File: src/rtl/rr_select4_pkg.sv
// Shared types and constants for the four-way round-robin mux selector.
package rr_select4_pkg;

  localparam int unsigned NUM_REQ          = 4;
  localparam int unsigned SEL_W            = 2;
  localparam int unsigned DEFAULT_MAX_HOLD = 8;

  typedef enum logic {
    IDLE = 1'b0,
    BUSY = 1'b1
  } state_e;

  // Decode a mux select into the matching one-hot grant.
  function automatic logic [NUM_REQ-1:0] onehot(logic [SEL_W-1:0] sel);
    logic [NUM_REQ-1:0] oh;
    oh      = '0;
    oh[sel] = 1'b1;
    return oh;
  endfunction

endpackage

File: src/rtl/rr_pick4.sv
// Combinational round-robin pick: first set request at or after last+1, wrapping.
module rr_pick4
  import rr_select4_pkg::*;
(
  input  logic [NUM_REQ-1:0] req,
  input  logic [SEL_W-1:0]   last,
  output logic               any,
  output logic [SEL_W-1:0]   pick
);

  // Walk the rotated request vector; the first hit wins and is already un-rotated.
  always_comb begin
    logic             found;
    logic [SEL_W-1:0] idx;
    any   = |req;
    pick  = '0;
    found = 1'b0;
    for (int i = 0; i < NUM_REQ; i++) begin
      idx = last + SEL_W'(i + 1);
      if (!found && req[idx]) begin
        pick  = idx;
        found = 1'b1;
      end
    end
  end

endmodule

File: src/rtl/rr_select4.sv
// Round-robin arbiter driving a 4:1 mux select; grants are held until done,
// request drop, or the hold limit.
module rr_select4
  import rr_select4_pkg::*;
#(
  parameter int unsigned MAX_HOLD = DEFAULT_MAX_HOLD,
  parameter int unsigned CNT_W    = 4
) (
  input  logic                 clk,
  input  logic                 reset,
  input  logic [NUM_REQ-1:0]   req,
  input  logic                 done,
  output logic [NUM_REQ-1:0]   grant,
  output logic [SEL_W-1:0]     control,
  output logic                 valid,
  output logic                 timeout
);

  state_e             state_q, state_d;
  logic [NUM_REQ-1:0] grant_q, grant_d;
  logic [SEL_W-1:0]   control_q, control_d;
  logic               valid_q, valid_d;
  logic               timeout_q, timeout_d;
  logic [SEL_W-1:0]   last_q, last_d;
  logic [CNT_W-1:0]   hold_cnt_q, hold_cnt_d;

  logic [SEL_W-1:0]   ptr;
  logic               pick_any;
  logic [SEL_W-1:0]   pick;
  logic               hold_hit;
  logic               owner_req;
  logic               release_grant;

  // While busy the search starts after the current owner, since last takes control on release.
  always_comb begin
    ptr = (state_q == BUSY) ? control_q : last_q;
  end

  rr_pick4 u_pick (
    .req  (req),
    .last (ptr),
    .any  (pick_any),
    .pick (pick)
  );

  // Release conditions for the current owner.
  always_comb begin
    hold_hit      = (MAX_HOLD != 0) && (hold_cnt_q == CNT_W'(MAX_HOLD));
    owner_req     = req[control_q];
    release_grant = done || !owner_req || hold_hit;
  end

  // Next-state and output computation.
  always_comb begin
    state_d    = state_q;
    grant_d    = grant_q;
    control_d  = control_q;
    valid_d    = valid_q;
    timeout_d  = 1'b0;
    last_d     = last_q;
    hold_cnt_d = hold_cnt_q;
    unique case (state_q)
      IDLE: begin
        if (pick_any) begin
          grant_d    = onehot(pick);
          control_d  = pick;
          valid_d    = 1'b1;
          hold_cnt_d = CNT_W'(1);
          state_d    = BUSY;
        end
      end
      BUSY: begin
        if (!release_grant) begin
          if (hold_cnt_q != '1) begin
            hold_cnt_d = hold_cnt_q + CNT_W'(1);
          end
        end else begin
          last_d    = control_q;
          timeout_d = hold_hit && !done && owner_req;
          if (pick_any) begin
            // Back-to-back handover; no idle bubble between owners.
            grant_d    = onehot(pick);
            control_d  = pick;
            valid_d    = 1'b1;
            hold_cnt_d = CNT_W'(1);
          end else begin
            // control is left alone so the mux output does not glitch.
            grant_d = '0;
            valid_d = 1'b0;
            state_d = IDLE;
          end
        end
      end
      default: state_d = IDLE;
    endcase
  end

  // State and output registers with synchronous reset.
  always_ff @(posedge clk) begin
    if (reset) begin
      state_q    <= IDLE;
      grant_q    <= '0;
      control_q  <= '0;
      valid_q    <= 1'b0;
      timeout_q  <= 1'b0;
      last_q     <= '1;
      hold_cnt_q <= '0;
    end else begin
      state_q    <= state_d;
      grant_q    <= grant_d;
      control_q  <= control_d;
      valid_q    <= valid_d;
      timeout_q  <= timeout_d;
      last_q     <= last_d;
      hold_cnt_q <= hold_cnt_d;
    end
  end

  assign grant   = grant_q;
  assign control = control_q;
  assign valid   = valid_q;
  assign timeout = timeout_q;

  a_grant_onehot0 : assert property (@(posedge clk) $onehot0(grant_q));
  a_valid_grant   : assert property (@(posedge clk) valid_q == (|grant_q));
  a_grant_control : assert property (@(posedge clk) !valid_q || (grant_q == onehot(control_q)));

endmodule

File: config.mk
export PLATFORM = sky130hd
export DESIGN_NAME = rr_select4
export DESIGN_NICKNAME = d
export VERILOG_FILES = /design/src/rtl/rr_select4_pkg.sv /design/src/rtl/rr_pick4.sv /design/src/rtl/rr_select4.sv
export SDC_FILE = /design/constraint.sdc
export NUM_CORES = 1
export LEC_CHECK = 0
export CAP_MARGIN = 10
export CELL_PAD_IN_SITES_DETAIL_PLACEMENT = 0
export CELL_PAD_IN_SITES_GLOBAL_PLACEMENT = 1
export CORE_AREA = 4 4 46 48
export DETAILED_ROUTE_END_ITERATION = 12
export DIE_AREA = 0 0 50 52
export DONT_BUFFER_PORTS = 1
export PLACE_DENSITY = 0.8
export SYNTH_ARGS = -nofsm -noshare
export SYNTH_HDL_FRONTEND = slang
export SYNTH_SLANG_ARGS = --single-unit
File: constraint.sdc
create_clock -name clk -period 3.9 [get_ports clk]
set_clock_uncertainty 0.15 [all_clocks]
set_input_delay 0.975 -clock clk [delete_from_list [all_inputs] [get_ports clk]]
set_output_delay 0.975 -clock clk [all_outputs]
set_load 0.005 [all_outputs]
# ---- Word-level counts from Yosys, hierarchy flattened
# Cells that the tools add are included.
dict set report totals {
  inputBits 7
  reg_bits 15
  output_inout_bits 8
  elab_cells 79
}
dict set report classes {
  n_addsub 4
  mux 37
  n_reduce_logical 17
  bitwise_logic 2
  order_cmp 7
  eq_ne 5
}
# cell n
set op_table {}
lappend op_table {{two-way mux 4 bit} 6}
lappend op_table {{< comparator 2 x 3 -> 1 bit (second input constant)} 6}
lappend op_table {{case mux 4 bit (2 select lines)} 2}
lappend op_table {{two-way mux 2 bit} 7}
lappend op_table {{two-way mux 1 bit} 13}
lappend op_table {{binary-select mux 1 bit (select 2 bit)} 5}
lappend op_table {{logical AND 1 bit} 6}
lappend op_table {{logical NOT 1 bit} 5}
lappend op_table {{adder 2 bit (second input constant)} 2}
lappend op_table {{adder 4 x 1 -> 4 bit (second input constant)} 1}
lappend op_table {{equality test 4 bit (second input constant)} 1}
lappend op_table {{inequality test 4 bit (second input constant)} 1}
lappend op_table {{case mux 1 bit (2 select lines)} 2}
lappend op_table {{case mux 2 bit (2 select lines)} 1}
lappend op_table {{AND reduction 2 bit} 2}
lappend op_table {{OR reduction 4 bit} 1}
lappend op_table {{inequality test 3 x 1 -> 1 bit (second input constant)} 1}
lappend op_table {{OR reduction 3 bit} 1}
lappend op_table {{adder 2 x 1 -> 2 bit (second input constant)} 1}
lappend op_table {{demux 1 bit (select 2 bit)} 1}
lappend op_table {{>= comparator 2 x 1 -> 1 bit (second input constant)} 1}
lappend op_table {{logical OR 1 bit} 2}
lappend op_table {{inequality test 2 x 1 -> 1 bit (second input constant)} 1}
lappend op_table {{inequality test 2 bit (second input constant)} 1}
lappend op_table {{inverter 1 bit} 2}

# ---- Depth between registers and ports, before layout
dict set report depth {
  depth_word 21
  mapped_depth 6
  depth_no_buf 6
}

# ---- Hierarchy
# From an unflattened synthesis, not the netlist that was laid out.
dict set report hier_totals {
  hier_cells 103
  area_unflattened_um2 907.1
}
# mod n_inst cells_per_inst seq_area_each_um2 area_each_um2
set modules_own_cells {}
lappend modules_own_cells {rr_select4 1 89 300.3 825.8}
lappend modules_own_cells {rr_pick4 1 14 0.0 81.3}

# ---- Worst setup path before layout
# Ideal clock, no wire load.
dict set report synth_path {
  path_type {input-to-reg}
  from {input done}
  to {register grant_q[0] (netlist: grant[0])}
  required_time_ps 3633
  cell_stages 5
  setup_time_ps 117
  slack_ps 1587
  arrival_ps 2047
  n_path_buf 0
  cell_sequence {or3b_1 -> o32ai_2 -> and2_1 -> nor4_1 -> a22o_1}
}
dict set report synth_via {
  elab_chain_len 4
}
# item line
set synth_rtl {}
lappend synth_rtl {{from (decl)} rr_select4.sv:12} ;# input logic done,
lappend synth_rtl {{logical OR 1 bit (2 in a row)} rr_select4.sv:50} ;# release_grant = done || !owner_req || hold_hit;
lappend synth_rtl {{inequality test 2 x 1 -> 1 bit (no source line)} n/a}
lappend synth_rtl {{AND reduction 2 bit (no source line)} n/a}
lappend synth_rtl {{to (signal assigned)} rr_select4.sv:110} ;# grant_q <= grant_d;
lappend synth_rtl {{to (decl)} rr_select4.sv:20} ;# logic [NUM_REQ-1:0] grant_q, grant_d;
# Every way passes these cells.
# A chain may end at the register's enable or synchronous reset.

# ---- Final worst setup path
dict set report layout_path {
  from {input req[3]}
  to {register grant_q[1] (netlist: grant[1])}
}
dict set report layout_via {
  elab_chain_len 19
  word_cells_on_any_way 39
  classes_between {2 x order compare; 2 x eq/ne; 23 x mux; 12 x reduce/logical}
}
# item line
set layout_rtl {}
lappend layout_rtl {{from (decl)} rr_select4.sv:11} ;# input logic [NUM_REQ-1:0] req,
lappend layout_rtl {{binary-select mux 1 bit (select 2 bit)} rr_pick4.sv:20} ;# if (!found && req[idx]) begin
lappend layout_rtl {{two-way mux 1 bit (not written as such)} rr_pick4.sv:20}
lappend layout_rtl {{two-way mux 1 bit} rr_pick4.sv:20}
lappend layout_rtl {{logical NOT 1 bit} rr_pick4.sv:20}
lappend layout_rtl {{logical AND 1 bit} rr_pick4.sv:20}
lappend layout_rtl {{two-way mux 1 bit} rr_pick4.sv:20}
lappend layout_rtl {{logical NOT 1 bit} rr_pick4.sv:20}
lappend layout_rtl {{logical AND 1 bit} rr_pick4.sv:20}
lappend layout_rtl {{(+3 left out)} n/a}
lappend layout_rtl {{two-way mux 2 bit} rr_pick4.sv:20}
lappend layout_rtl {{< comparator 2 x 3 -> 1 bit (not written as such) / >= comparator 2 x 1 -> 1 bit (equally long branches)} rr_select4_pkg.sv:17} ;# oh[sel] = 1'b1;
lappend layout_rtl {{logical AND 1 bit (not written as such)} rr_select4_pkg.sv:17}
lappend layout_rtl {{two-way mux 1 bit (not written as such)} rr_select4_pkg.sv:17}
lappend layout_rtl {{demux 1 bit (select 2 bit)} rr_select4_pkg.sv:17}
lappend layout_rtl {{two-way mux 4 bit} rr_select4.sv:80} ;# if (pick_any) begin
lappend layout_rtl {{two-way mux 4 bit} rr_select4.sv:73} ;# if (!release_grant) begin
lappend layout_rtl {{case mux 4 bit (2 select lines)} rr_select4.sv:62} ;# unique case (state_q)
# Parallel ways exist; a longest one is shown, timed or not. The select of a mux whose other input is x is not followed.

==> reports/metrics.csv <==
stage,metric,value,unit
worst_setup_path,crit-path max FO,6,
routing,DR iter-0 viols,19,
placed_design,DP Wirelength,1.19,mm
clock_network,root buffer cell,clkbuf_4,
outcome,outcome,"finished, final reports clean",
synthesis,ys async rst share,0,
sta,Worst slew margin,0.586,
finish,diode count,0,
clock_network,"Reg clk slew, reported paths",80,ps
floorplan,die width,50,microns
power,Leak Pwr,0.303,nW
global_route,initial antenna violation count,0,
routing,first-pass detailed-route iteration total,4,
clock_network,H-tree levels,1,
clock_network,total CTS buffers,3,
sta,Final setup viols,0,
clock_network,CTS Buffer Depth,2,
sta,final hold violation count,0,
worst_setup_path,WP data required,3960,ps
floorplan,core area,1710,sq um
placed_design,Placed Instances,111,
worst_setup_path,Bufs and invs on worst path,0,
worst_setup_path,"Cell Chain, Critical Path",mux2i_1 > o32ai_2 > and2_1 > or4_1 > o2bb2ai_1,
finish,Final Core Density,0.484,
worst_setup_path,Worst setup SP type,input port,
global_route,largest net degree at the start of global routing,15,
power,clock power share,0.262,
worst_setup_path,Worst path slowest cell,or4_1,
sta,final setup TNS,0,ps
clock_network,setup bufs post-CTS,0,
power,pwr/cell area,390,nW/um^2
global_route,vias in the first global route,652,
worst_setup_path,"Worst Path Class, Setup",in -> reg,
synthesis,number of synthesized register bits,15,
clock_network,Worst-Skew Late Latency,270,ps
clock_network,"Hold-fix buffers, CTS",0,
worst_setup_path,Worst EP arrival,2250,ps
synthesis,Ys Warns,0,
run,max cap viols,0,
routing,DRT Wirelength,1.54,mm
routing,Post-route DRC,0,
finish,layout cells sized above 1,0.122,
power,Comb pwr share,0.180,
sta,RSZ-0062 raised after global routing,no,
synthesis,Syn Nets,96,
global_route,grt ovf,0,
synthesis,Mapped Cells,87,
floorplan,Core Rows,15,
synthesis,cell area after synthesis,773,sq um
power,Sw Pwr,89.5,uW
floorplan,die height,52,microns
sta,minimum clock period after layout,2190,ps
sta,Worst Slack Setup Final,1710,ps
floorplan,Initial Utilization,0.453,
global_route,first-pass GRT wire length,2.82,mm
worst_setup_path,Setup crit end kind,register,
synthesis,Avg Inst Size Synth,8.89,sq um
routing,DR vias,657,
floorplan,die footprint,2600,sq um
sta,FMAX,457,MHz
synthesis,Synth cell types,35,
placed_design,final RePlAce weighted congestion,0.840,
sta,Tightest Pin Transition,618,ps
power,register share of total power,0.559,
synthesis,number of flops mapped to enable cells by yosys,0,
power,Internal,233,uW
power,VDD IR max,0.000199,V
placed_design,setup slack at placement,1430,ps
synthesis,top_reg_cell synth,dfxtp_1,
worst_setup_path,CP peak stage delay,480,ps
power,Net Sw Frac,0.277,
finish,Area Overhead vs Synth,6.96,%
synthesis,post-synthesis sequential area ratio,0.388,
clock_network,CTS tree,yes,
floorplan,io pins,15,
finish,nets,100,
sta,fin. max-slew vios,0,
worst_setup_path,Crit path max-delay family,simple AND/OR/NAND/NOR gates,
clock_network,Sink Count,15,
worst_hold_path,HP Class,reg -> reg,
global_route,Total GRT Usage,0.142,
finish,Non-Filler Instances,115,
clock_network,PostCTS Resize Cnt,0,
sta,period utilization,0.561,
routing,vias per cell,5.71,
finish,fill count,178,
placed_design,Port Buffers,0,
routing,WL per Instance,13.4,microns
routing,Routed Antenna Nets,0,
[power by group through the flow]
stage	Clock [mW]	Combinational (mW)	Sequential, mW
5_1_grt	0.0964	0.0672	0.183
4_1_cts	0.0885	0.0590	0.181
3_3_place_gp	0	0.0572	0.184
2_1_floorplan	0	0.0504	0.180
6_report	0.0845	0.0581	0.180
3_5_place_dp	0	0.0585	0.184
[synth_stat cells (2+ instances only)]
| library cell | instances | area (sq um) |
|---|---|---|
| nor4_1 | 2 | 12.5 |
| inv_1 | 5 | 18.8 |
| and2_1 | 2 | 12.5 |
| a211o_1 | 2 | 17.5 |
| o21ai_0 | 3 | 15.0 |
| dfxtp_1 | 15 | 300 |
| ha_1 | 2 | 25.0 |
| o22ai_1 | 2 | 12.5 |
| nand2b_1 | 3 | 18.8 |
| a21oi_1 | 6 | 30.0 |
| nand2_1 | 7 | 26.3 |
| mux2i_1 | 4 | 40.0 |
| o2bb2ai_1 | 2 | 17.5 |
| a211oi_1 | 2 | 15.0 |
| nor3_1 | 2 | 10.0 |
| a22o_1 | 2 | 17.5 |
| nor2_1 | 6 | 22.5 |
| nand3_1 | 2 | 10.0 |
| or2_2 | 2 | 12.5 |
[worst register-to-register path, cell delays in order (launching register included)]
cell and delay (ps):
dfxtp_1 480, mux2i_1 320, o32ai_2 170, and2_1 250
or4_1 480, o2bb2ai_1 150
[cell usage in the layout (no fill, tap or decap), drive strengths merged, types with 2 or more instances in the layout]
cell     synthesis  final
o21ai            3      3
clkbuf           1      4
mux2i            4      4
nand2            7      7
nand3            2      2
or2              2      2
a22o             2      2
nor2             6      6
nor4             2      2
o2bb2ai          2      2
nand2b           3      3
a21oi            7      7
ha               2      2
and2             2      2
nor3             3      3
inv              5      5
dfxtp           15     15
a211o            2      2
a211oi           2      2
o22ai            2      2
[cell families after synthesis]
group / count (synthesis) / synth area share
flip-flops: 15 / 0.388
AO/OA/AOI/OAI: 25 / 0.244
multiplexers: 5 / 0.0663
buffers and inverters: 6 / 0.0291
AND/OR/NAND/NOR: 34 / 0.240
adder cells (fa/ha/maj): 2 / 0.0324
[final cells by class]
class	count	area, sq um	area share
Clock buffer	4	26.3	0.0318
Inverter	5	18.8	0.0227
Multi-Input combinational cell	66	450	0.545
Sequential cell	15	300	0.363
Tap cell	25	31.3	0.0378
[per-layer routing]
| metal | share of wire | wire length [microns] | track usage |
|---|---|---|---|
| met5 | 0 | 0 | 0 |
| met3 | 0.088 | 136 | 0.0544 |
| met2 | 0.46 | 705 | 0.237 |
| met4 | 0.0078 | 12 | 0.0553 |
| met1 | 0.44 | 685 | 0.164 |
[final timing paths]
kind,startpoint,depth (start not counted),endpoint,slack [ps]
hold / removal,last_q[0],1,last_q[0],320
setup reg to reg,control[1],5,grant[1],1830
hold reg to reg,last_q[0],1,last_q[0],320
setup / recovery,req[3],5,grant[1],1710
[per-stage QoR]
stage,hold slack [ps],area (sq um),power [mW]
4_1_cts,324,827,0.328
5_1_grt,346,827,0.347
3_5_place_dp,304,801,0.243
3_3_place_gp,298,801,0.242
2_1_floorplan,281,773,0.231
6_report,317,827,0.323
[sequential cells by signal, summed over array words and instances (netlist names)]
| name | count |
|---|---|
| hold_cnt_q | 4 |
| valid | 1 |
| grant | 4 |
| timeout | 1 |
| control | 2 |
| last_q | 2 |
| state_q | 1 |
Note: power is estimated with default switching activity, not from simulation.
